--- config.mk ---
export PLATFORM = sky130hd
export DESIGN_NAME = aes_cbc_pkcs7_padder
export DESIGN_NICKNAME = d
export VERILOG_FILES = /design/src/rtl/aes_cbc_pkcs7_padder.sv
export SDC_FILE = /design/constraint.sdc
export NUM_CORES = 1
export LEC_CHECK = 0
export CAP_MARGIN = 20
export CORE_UTILIZATION = 47
export CTS_CLUSTER_DIAMETER = 120
export DETAILED_ROUTE_END_ITERATION = 10
export PLACE_DENSITY_LB_ADDON = 0.15
export SLEW_MARGIN = 25
export SYNTH_ARGS = -nofsm -noshare
export SYNTH_HDL_FRONTEND = slang
export SYNTH_SLANG_ARGS = --single-unit
--- constraint.sdc ---
create_clock -name Clk -period 2.05 [get_ports Clk]
set_input_delay 0.41 -clock Clk [delete_from_list [all_inputs] [get_ports Clk]]
set_output_delay 0.41 -clock Clk [all_outputs]
set_load 0.005 [all_outputs]
--- src/rtl/aes_cbc_pkcs7_padder.sv ---
// AXI-Stream byte stage ahead of the AES-256-CBC core: forwards key/IV header and payload,
// appends PKCS#7 padding on encrypt traffic and flags malformed packet lengths.
module aes_cbc_pkcs7_padder #(
  parameter int unsigned AXIS_WIDTH   = 8,
  parameter int unsigned HEADER_BYTES = 48,
  parameter int unsigned BLOCK_BYTES  = 16
) (
  input  logic                  Clk,
  input  logic                  Rst,
  input  logic [AXIS_WIDTH-1:0] S_axis_tdata,
  input  logic                  S_axis_tkeep,
  input  logic                  S_axis_tvalid,
  output logic                  S_axis_tready,
  input  logic                  S_axis_tlast,
  input  logic                  S_axis_tuser,
  output logic [AXIS_WIDTH-1:0] M_axis_tdata,
  output logic                  M_axis_tkeep,
  output logic                  M_axis_tvalid,
  input  logic                  M_axis_tready,
  output logic                  M_axis_tlast,
  output logic                  M_axis_tuser,
  output logic                  Format_error
);

  localparam int unsigned HW = $clog2(HEADER_BYTES);
  localparam int unsigned BW = $clog2(BLOCK_BYTES);
  localparam int unsigned PW = BW + 1;

  localparam logic [HW-1:0] HdrLast  = HW'(HEADER_BYTES - 1);
  localparam logic [BW-1:0] BlkLast  = BW'(BLOCK_BYTES - 1);
  localparam logic [PW-1:0] BlkBytes = PW'(BLOCK_BYTES);

  typedef enum logic [1:0] {StHeader, StPayload, StPad} state_e;

  state_e        state_q, state_d;
  logic [HW-1:0] hdr_cnt_q, hdr_cnt_d;
  logic [BW-1:0] blk_cnt_q, blk_cnt_d;
  logic [PW-1:0] pad_val_q, pad_val_d;
  logic [PW-1:0] pad_cnt_q, pad_cnt_d;
  logic          encrypt_q, encrypt_d;
  logic          fmt_err_q, fmt_err_d;
  logic          accept;
  logic          hdr_last_beat;

  assign accept        = S_axis_tvalid & S_axis_tready;
  assign hdr_last_beat = (hdr_cnt_q == HdrLast);
  assign Format_error  = fmt_err_q;

  always_ff @(posedge Clk) begin
    if (Rst) begin
      state_q   <= StHeader;
      hdr_cnt_q <= '0;
      blk_cnt_q <= '0;
      pad_val_q <= '0;
      pad_cnt_q <= '0;
      encrypt_q <= 1'b0;
      fmt_err_q <= 1'b0;
    end else begin
      state_q   <= state_d;
      hdr_cnt_q <= hdr_cnt_d;
      blk_cnt_q <= blk_cnt_d;
      pad_val_q <= pad_val_d;
      pad_cnt_q <= pad_cnt_d;
      encrypt_q <= encrypt_d;
      fmt_err_q <= fmt_err_d;
    end
  end

  always_comb begin
    state_d   = state_q;
    hdr_cnt_d = hdr_cnt_q;
    blk_cnt_d = blk_cnt_q;
    pad_val_d = pad_val_q;
    pad_cnt_d = pad_cnt_q;
    encrypt_d = encrypt_q;
    fmt_err_d = 1'b0;
    unique case (state_q)
      StHeader: begin
        if (accept) begin
          encrypt_d = S_axis_tuser;
          hdr_cnt_d = hdr_cnt_q + HW'(1);
          if (S_axis_tlast) begin
            hdr_cnt_d = '0;
            blk_cnt_d = '0;
            if (hdr_last_beat && S_axis_tuser) begin
              // Empty plaintext still gets one full pad block.
              pad_val_d = BlkBytes;
              pad_cnt_d = PW'(1);
              state_d   = StPad;
            end else begin
              fmt_err_d = 1'b1;
            end
          end else if (hdr_last_beat) begin
            hdr_cnt_d = '0;
            blk_cnt_d = '0;
            state_d   = StPayload;
          end
        end
      end
      StPayload: begin
        if (accept) begin
          encrypt_d = S_axis_tuser;
          blk_cnt_d = blk_cnt_q + BW'(1);
          if (S_axis_tlast) begin
            blk_cnt_d = '0;
            if (S_axis_tuser) begin
              // Bytes in the final block wrap to 0 when aligned, yielding a full pad block.
              pad_val_d = BlkBytes - {1'b0, blk_cnt_q + BW'(1)};
              pad_cnt_d = PW'(1);
              state_d   = StPad;
            end else begin
              fmt_err_d = (blk_cnt_q != BlkLast);
              state_d   = StHeader;
            end
          end
        end
      end
      StPad: begin
        if (M_axis_tready) begin
          if (pad_cnt_q == pad_val_q) begin
            pad_cnt_d = '0;
            pad_val_d = '0;
            blk_cnt_d = '0;
            hdr_cnt_d = '0;
            state_d   = StHeader;
          end else begin
            pad_cnt_d = pad_cnt_q + PW'(1);
          end
        end
      end
      default: state_d = StHeader;
    endcase
  end

  always_comb begin
    S_axis_tready = M_axis_tready & ~Rst;
    M_axis_tvalid = S_axis_tvalid & ~Rst;
    M_axis_tdata  = S_axis_tdata;
    M_axis_tuser  = S_axis_tuser;
    // Output is a dense byte stream; input tkeep carries no information here.
    M_axis_tkeep  = S_axis_tkeep | 1'b1;
    M_axis_tlast  = 1'b0;
    unique case (state_q)
      StHeader:  M_axis_tlast = S_axis_tlast & ~(hdr_last_beat & S_axis_tuser);
      StPayload: M_axis_tlast = S_axis_tlast & ~S_axis_tuser;
      StPad: begin
        S_axis_tready = 1'b0;
        M_axis_tvalid = ~Rst;
        M_axis_tdata  = {{(AXIS_WIDTH - PW){1'b0}}, pad_val_q};
        M_axis_tuser  = encrypt_q;
        M_axis_tlast  = (pad_cnt_q == pad_val_q);
      end
      default: M_axis_tlast = 1'b0;
    endcase
  end

endmodule

==> results of run 1 <==
[power by group through the flow]
| stage | Sequential [mW] | Combinational [mW] | Clock (mW) |
|---|---|---|---|
| 6_report | 0.483 | 0.384 | 0.266 |
| 3_5_place_dp | 0.491 | 0.310 | 0 |
| 4_1_cts | 0.483 | 0.323 | 0.272 |
| 2_1_floorplan | 0.491 | 0.157 | 0 |
| 3_3_place_gp | 0.490 | 0.301 | 0 |
| 5_1_grt | 0.484 | 0.409 | 0.282 |
[repair_timing]
action	in CTS	in global routing
hold buffers	0	0
pin swaps	4	16
resized for setup	30	38
buffers inserted	5	8
setup endpoints to repair	17	21
[synthesized netlist by cell type, drive strengths merged (2+ instances only)]
cell and n:
nor2 12, mux2 6, mux2i 4, a31o 2, o21ai 13, nand2 18
nand4 2, xor2 6, or4 3, nor2b 5, buf 5, a21oi 9
o31ai 3, nand3 7, inv 8, o41ai 5, dfxtp 24, nor4 2
o211ai 6, nor3b 2, nand2b 3, a32oi 2, nor3 6, ha 7
or3 2, nand4b 2, clkbuf 7, and3 3, xnor2 3
[cell type report]
| cell class | instances | area (µm²) |
|---|---|---|
| sequential | 24 | 493 |
| fill | 223 | 747 |
| multi-input combinational | 151 | 1180 |
| inverter | 8 | 32.5 |
| tap | 44 | 55.1 |
| timing repair buffer | 73 | 606 |
| clock buffer | 4 | 36.3 |
[worst register-to-register path: stages (launching register included)]
cell and delay [ns]:
dfxtp_4 0.39, inv_4 0.04, ha_4 0.17, buf_4 0.13, nor3_2 0.24, nor3_2 0.09
or3_4 0.36, or2_4 0.30, o31ai_2 0.21
[layer usage]
layer  share of wire  GRT usage
met5               0          0
met3           0.034     0.0192
met1            0.45      0.346
met2            0.49      0.482
met4           0.024     0.0682
[per-stage QoR]
step	hold slack, ns	cell area, µm²	worst slack [ns]	power [mW]	TNS, ns
floorplan	0.452	1620	0.0103	0.648	0
global placement	0.472	2130	-0.172	0.792	-1.70
detailed placement	0.488	2130	-0.254	0.801	-2.56
CTS	0.528	2230	-0.170	1.08	-0.170
global route	0.568	2410	-0.0978	1.17	-0.127
finish	0.536	2410	-0.0181	1.13	-0.0181
[worst paths after layout]
kind / endpoint / cells past startpoint / startpoint / slack, ns
max reg2reg: blk_cnt_q[0] / 8 / state_q[0] / 0.05
max: M_axis_tlast / 6 / state_q[0] / -0.02
min reg2reg: pad_cnt_q[4] / 1 / pad_cnt_q[4] / 0.54
min: pad_cnt_q[4] / 1 / pad_cnt_q[4] / 0.54
[sequential cells by signal, summed over array words and instances (netlist names)]
name          cells
encrypt_q         1
blk_cnt_q         4
Format_error      1
hdr_cnt_q         6
state_q           2
pad_cnt_q         5
pad_val_q         5
[logic make-up (layout without fill, tap and decap cells)]
kind of cell             Yosys count  count (layout)  synth area share
multiplexers                      10              10            0.0667
flip-flops                        24              24             0.298
XOR/XNOR                           9               9            0.0488
other                              1               1           0.00232
adder cells (fa/ha/maj)            7               7            0.0543
buffers and inverters             20              85            0.0558
AO/OA/AOI/OAI                     51              51             0.221
AND/OR/NAND/NOR                   73              73             0.253
==> impl_results.md, run 1 <==
- Post-DR vias/cell: between 5 and 6
- Initial antenna violation count: 0
- Clock skew: 0.00210 ns
- IO Count: 29
- Post-Route WL: 4.89 mm
- Distinct cells, synth: 54
- Share of total power in the clock network: 0.235
- Register share of total power: 0.426
- Synth-to-Final Area Change: 49.1%
- Floorplan core area: between 3000 and 4000 µm²
- Commonest non-fill, non-tap cell in the layout: buf_4
- CTS tree: built
- Quantity of I/O buffers inserted on ports: 26
- Final net count: between 200 and 300
- CTS Buf Count: 3
- Leak: between 1 and 1.5 nW
- Clk root buf: clkbuf_4
- Post-synth ARST share: 0
- Worst-Skew Late Latency: 0.33 ns
- # setup viols final: 1
- Share of cells above drive strength 1: 0.354
- EDFF count, synth: 0
- First-pass iteration count of the detailed router: 4
- Hpwl dp: between 3 and 4 mm
- Most frequent cells in the layout: buf_4 (41), dfxtp_1 (18), nand2_1 (18)
- Max Fclk: around 480 MHz
- Gate Count Post-Synth: 195
- Crit path kind: flip-flop to primary output
- Post-layout util: 0.763
- Combinational share of power: 0.339
- #FFs+latches synth: 24
- Status: complete, but fails checks
- Grt total ovfl: 0
- Largest net degree at the start of global routing: 20
- Synth Cell Area: 1610 µm²
- Worst Path Required: between 1.5 and 2 ns
- Site row count: 20
- Die W: between 60 and 70 µm
- Switching Power: ~0.34 mW
- Gr usage total: 0.268
- Diode count: 0
- Top Family by Delay on Critical Path: compound AO/OA/AOI/OAI gates
- Crit path time final: roughly 2.1 ns
- Die footprint: around 3700 µm²
- Failing checks: negative setup slack
- Number of remaining DRC errors: 0
- Synthesis Warnings: 0
- Largest stage delay, worst path: around 0.39 ns
- Hold crit path type: flip-flop to flip-flop
- Max-cap viol count: 0
- Routability cong.: 0.829
- Post-Layout Cell Count: 304
- Buf/Inv on CP: 2
- Synth area leader: dfxtp_1
- Sequential element share of the synthesized area: 0.298
- First-pass GRT wire length: about 7.3 mm
- ANT nets after route: 0
- WL/cell: 16.1 µm
- Fin worst setup slack: -0.0181 ns
- Post-placement cell count: ~290
- Syn Nets: roughly 220
- Pint: just under 0.8 mW
- Routed vias: between 1500 and 2000
- Synth area leaders: dfxtp_1 (30%), ha_1 (5.4%), nand2_1 (4.2%)
- Sw frac: 0.299
- Crit-path max FO: 5
- Power per Cell Area: about 470 nW/µm²
- Slew Viols, Final: 0
- CP Cell Sequence: buf_4 -> ha_4 -> o21ai_1 -> o211ai_1 -> a21oi_2 -> clkbuf_2
- Initial Util: 0.512
- Share of the synthesized area in the top cell type: 0.298
- 1st-iter DRT viols: around 150
- Crit start category: flip-flop
- Crit path DAT: between 1.5 and 2 ns
- Synth Area per Inst: a little over 8 µm²
- Die height: between 60 and 70 µm
- Crit share post-route: 1.01
- Crit path capture type: primary output
- Peak supply drop: ~270 µV
- Final Hold Fails: 0
- Post-synth top flop: dfxtp_1
- Unrepaired setup endpoints after global routing: yes
- Vias in the first global route: roughly 1600
- Slowest stage cell on the critical path: dfxtp_4
- H-tree level count: 1
- Clock Sinks: 24
- Worst-path clk slew: approximately 0.14 ns
- Max Root-Sink Buffers: 2
Note: power is estimated with default switching activity, not from simulation.
==> run 2, diff against run 1 <==
Settings changed: CORE_UTILIZATION 47 to 45, PLACE_DENSITY set to 0.81, PLACE_DENSITY_LB_ADDON 0.15 to not set.
==> run 2 against run 1 <==
  * Clock skew grew 0.016 ns
  * Clock power shrank 19%
  * Critical endpoint is now pad_val_q[2]
  * The run still ends with negative setup slack left
  * Critical path type is now flip-flop to flip-flop
  * Setup slack lost 0.026 ns
==> impl_results.md, run 2 (synthesis results as in run 1) <==
- Worst-path clk slew: 0.14 ns (about the same)
- Flop2flop setup slack: -0.04 ns (-0.09 ns)
- Crit path kind: flip-flop to flip-flop
- Commonest non-fill, non-tap cell in the layout: buf_4
- Crit path time final: 2.09 ns (+0.0259 ns)
- Slowest stage cell on the critical path: or4_4
- Synth-to-Final Area Change: 46.8%
- WL/cell: 16.6 µm (+3.2%)
- First-pass GRT wire length: 6.87 mm (-5.6%)
- Initial antenna violation count: 0 (unchanged)
- Peak supply drop: 445 µV (+66%)
- Largest stage delay, worst path: 0.53 ns (+0.14 ns)
- Worst-Skew Late Latency: 0.32 ns (about the same)
- Gr usage total: 0.242 (-0.0253)
- Failing checks: negative setup slack
- Fin worst setup slack: -0.0440 ns (-0.0259 ns)
- Hold_buf cts: 0 (unchanged)
- Post-placement cell count: 290 (+1.0%)
- Max Fclk: 478 MHz (-1.2%)
- Worst Path Required: 2.32 ns (+0.68 ns)
- Crit path capture type: flip-flop
- Largest regs: hdr_cnt_q x6, pad_cnt_q x5, pad_val_q x5
- Power per Cell Area: 452 nW/µm² (-4.0%)
- CTS tree: built
- Hpwl dp: 3.13 mm (-4.7%)
- Max Root-Sink Buffers: 2 (unchanged)
- Crit path DAT: 2.37 ns (+0.71 ns)
- Max-cap viol count: 0 (unchanged)
- Post-Layout Cell Count: 302 (-0.66%)
- Slew Viols, Final: 0 (unchanged)
- Number of remaining DRC errors: 0 (unchanged)
- Buf/Inv on CP: 3 (+1)
- Crit start category: flip-flop
- Unrepaired setup endpoints after global routing: yes
- # setup viols final: 8 (+7)
- First-pass iteration count of the detailed router: 4 (unchanged)
- Initial Util: 0.476 (-0.0357)
- Clock Sinks: 24 (unchanged)
- Hold crit path type: flip-flop to flip-flop
- Clock skew: 0.0179 ns (+0.0158 ns)
- Sw frac: 0.300 (+0.000756)
- Final Hold Fails: 0 (unchanged)
- IO Count: 29 (unchanged)
- CTS Buf Count: 3 (unchanged)
- Register share of total power: 0.449 (+0.023)
- Grt total ovfl: 0 (unchanged)
- ANT nets after route: 0 (unchanged)
- Die footprint: 3830 µm² (+4.3%)
- H-tree level count: 1 (unchanged)
- Vias in the first global route: 1542 (-3.9%)
- Site row count: 21 (+5.0%)
- Diode count: 0 (unchanged)
- Largest net degree at the start of global routing: 20 (unchanged)
- Share of total power in the clock network: 0.200 (-0.035)
- Post-Route WL: 5.01 mm (+2.5%)
- Crit-path max FO: 4 (-1)
- Post-DR vias/cell: 5.94 (+4.2%)
- Routed vias: 1795 (+3.5%)
- Routability cong.: 0.921 (+11%)
- Leak: 1.00 nW (-4.3%)
- Pint: 0.749 mW (-5.6%)
- 1st-iter DRT viols: 225 (+55%)
- Clk root buf: clkbuf_4
- Share of cells above drive strength 1: 0.355 (+0.00162)
- Post-Place Setup Slack: -0.254 ns (-0.000350 ns)
- Final Power: 1.07 mW (-5.5%)
- Most frequent cells in the layout: buf_4 (42), nand2_1 (17), dfxtp_1 (16)
- Most flop-heavy register: hdr_cnt_q
- Die height: 61.9 µm (+2.1%)
- Final net count: 280 (-1.1%)
- Switching Power: 0.321 mW (-5.2%)
- Quantity of I/O buffers inserted on ports: 26 (unchanged)
- Largest register FFs: 6 (unchanged)
- Status: complete, but fails checks
- Top Family by Delay on Critical Path: simple AND/OR/NAND/NOR gates
- Die W: 61.9 µm (+2.1%)
- Floorplan core area: 3390 µm² (+7.5%)
- CP Cell Sequence: inv_2 -> ha_4 -> buf_6 -> and4bb_1 -> buf_4 -> or3_4 -> nand4_1 -> or4_4 -> a21oi_2
- Combinational share of power: 0.350 (+0.011)
- Crit share post-route: 1.02 (+0.0126)
==> run 2: cell types whose count changed in the layout (fill, tap and decap cells not counted), sizes merged <==
| cell | change |
|---|---|
| buf | -2 |
| clkbuf | -6 |
| clkdlybuf4s15 | +4 |
| dlygate4sd2 | -1 |
| dlymetal6s2s | +1 |
==> run 2: cell type report <==
class	instances	area [µm²]
Clock buffer	3	22.5
Fill cell	250	1020
Inverter	8	30.0
Multi-Input combinational cell	151	1170
Sequential cell	24	495
Tap cell	46	57.6
Timing Repair Buffer	70	589
==> run 2: final timing paths <==
check | end | start | cells after the start
min | pad_cnt_q[4] | pad_cnt_q[4] | 1
max reg2reg | pad_val_q[2] | state_q[0] | 9
min reg2reg | pad_cnt_q[4] | pad_cnt_q[4] | 1
max | pad_val_q[2] | state_q[0] | 9
==> run 2: through the flow <==
step                instance area, µm²   util  setup TNS (ns)  hold slack (ns)
floorplan                         1620      -               0            0.452
global placement                  2140  0.630           -1.69            0.478
detailed placement                2140  0.630           -1.97            0.493
CTS                               2200  0.648        -0.00782            0.525
global route                      2370  0.699          -0.952            0.528
finish                            2370  0.699         -0.0968            0.503
==> run 2: repair_timing <==
| action | CTS | global route |
|---|---|---|
| pin swaps | 7 | 7 |
| gates resized for setup | 25 | 40 |
| buffers inserted | 5 | 5 |
| setup endpoints to repair | 14 | 25 |
==> run 2: layer usage <==
layer	vias to the layer above	track usage	wire length (µm)
met5	-	0	0
met4	0	0.0508	119
met3	14	0.0476	315
met2	76	0.413	2460
met1	864	0.319	2120
li1	841	-	-
==> run 2: power groups by stage <==
stage / Combinational, mW / Sequential (mW) / Clock [mW]
after CTS: 0.316 / 0.483 / 0.225
after detailed placement: 0.312 / 0.491 / 0
after floorplan: 0.157 / 0.491 / 0
final: 0.375 / 0.481 / 0.215
after global routing: 0.402 / 0.482 / 0.238
after global placement: 0.308 / 0.490 / 0
==> run 3, diff against run 2 <==
Settings changed: CAP_MARGIN 20 to 30.
==> results of run 3 <==
Final layout, timing and power as in run 2 (identical DEF).
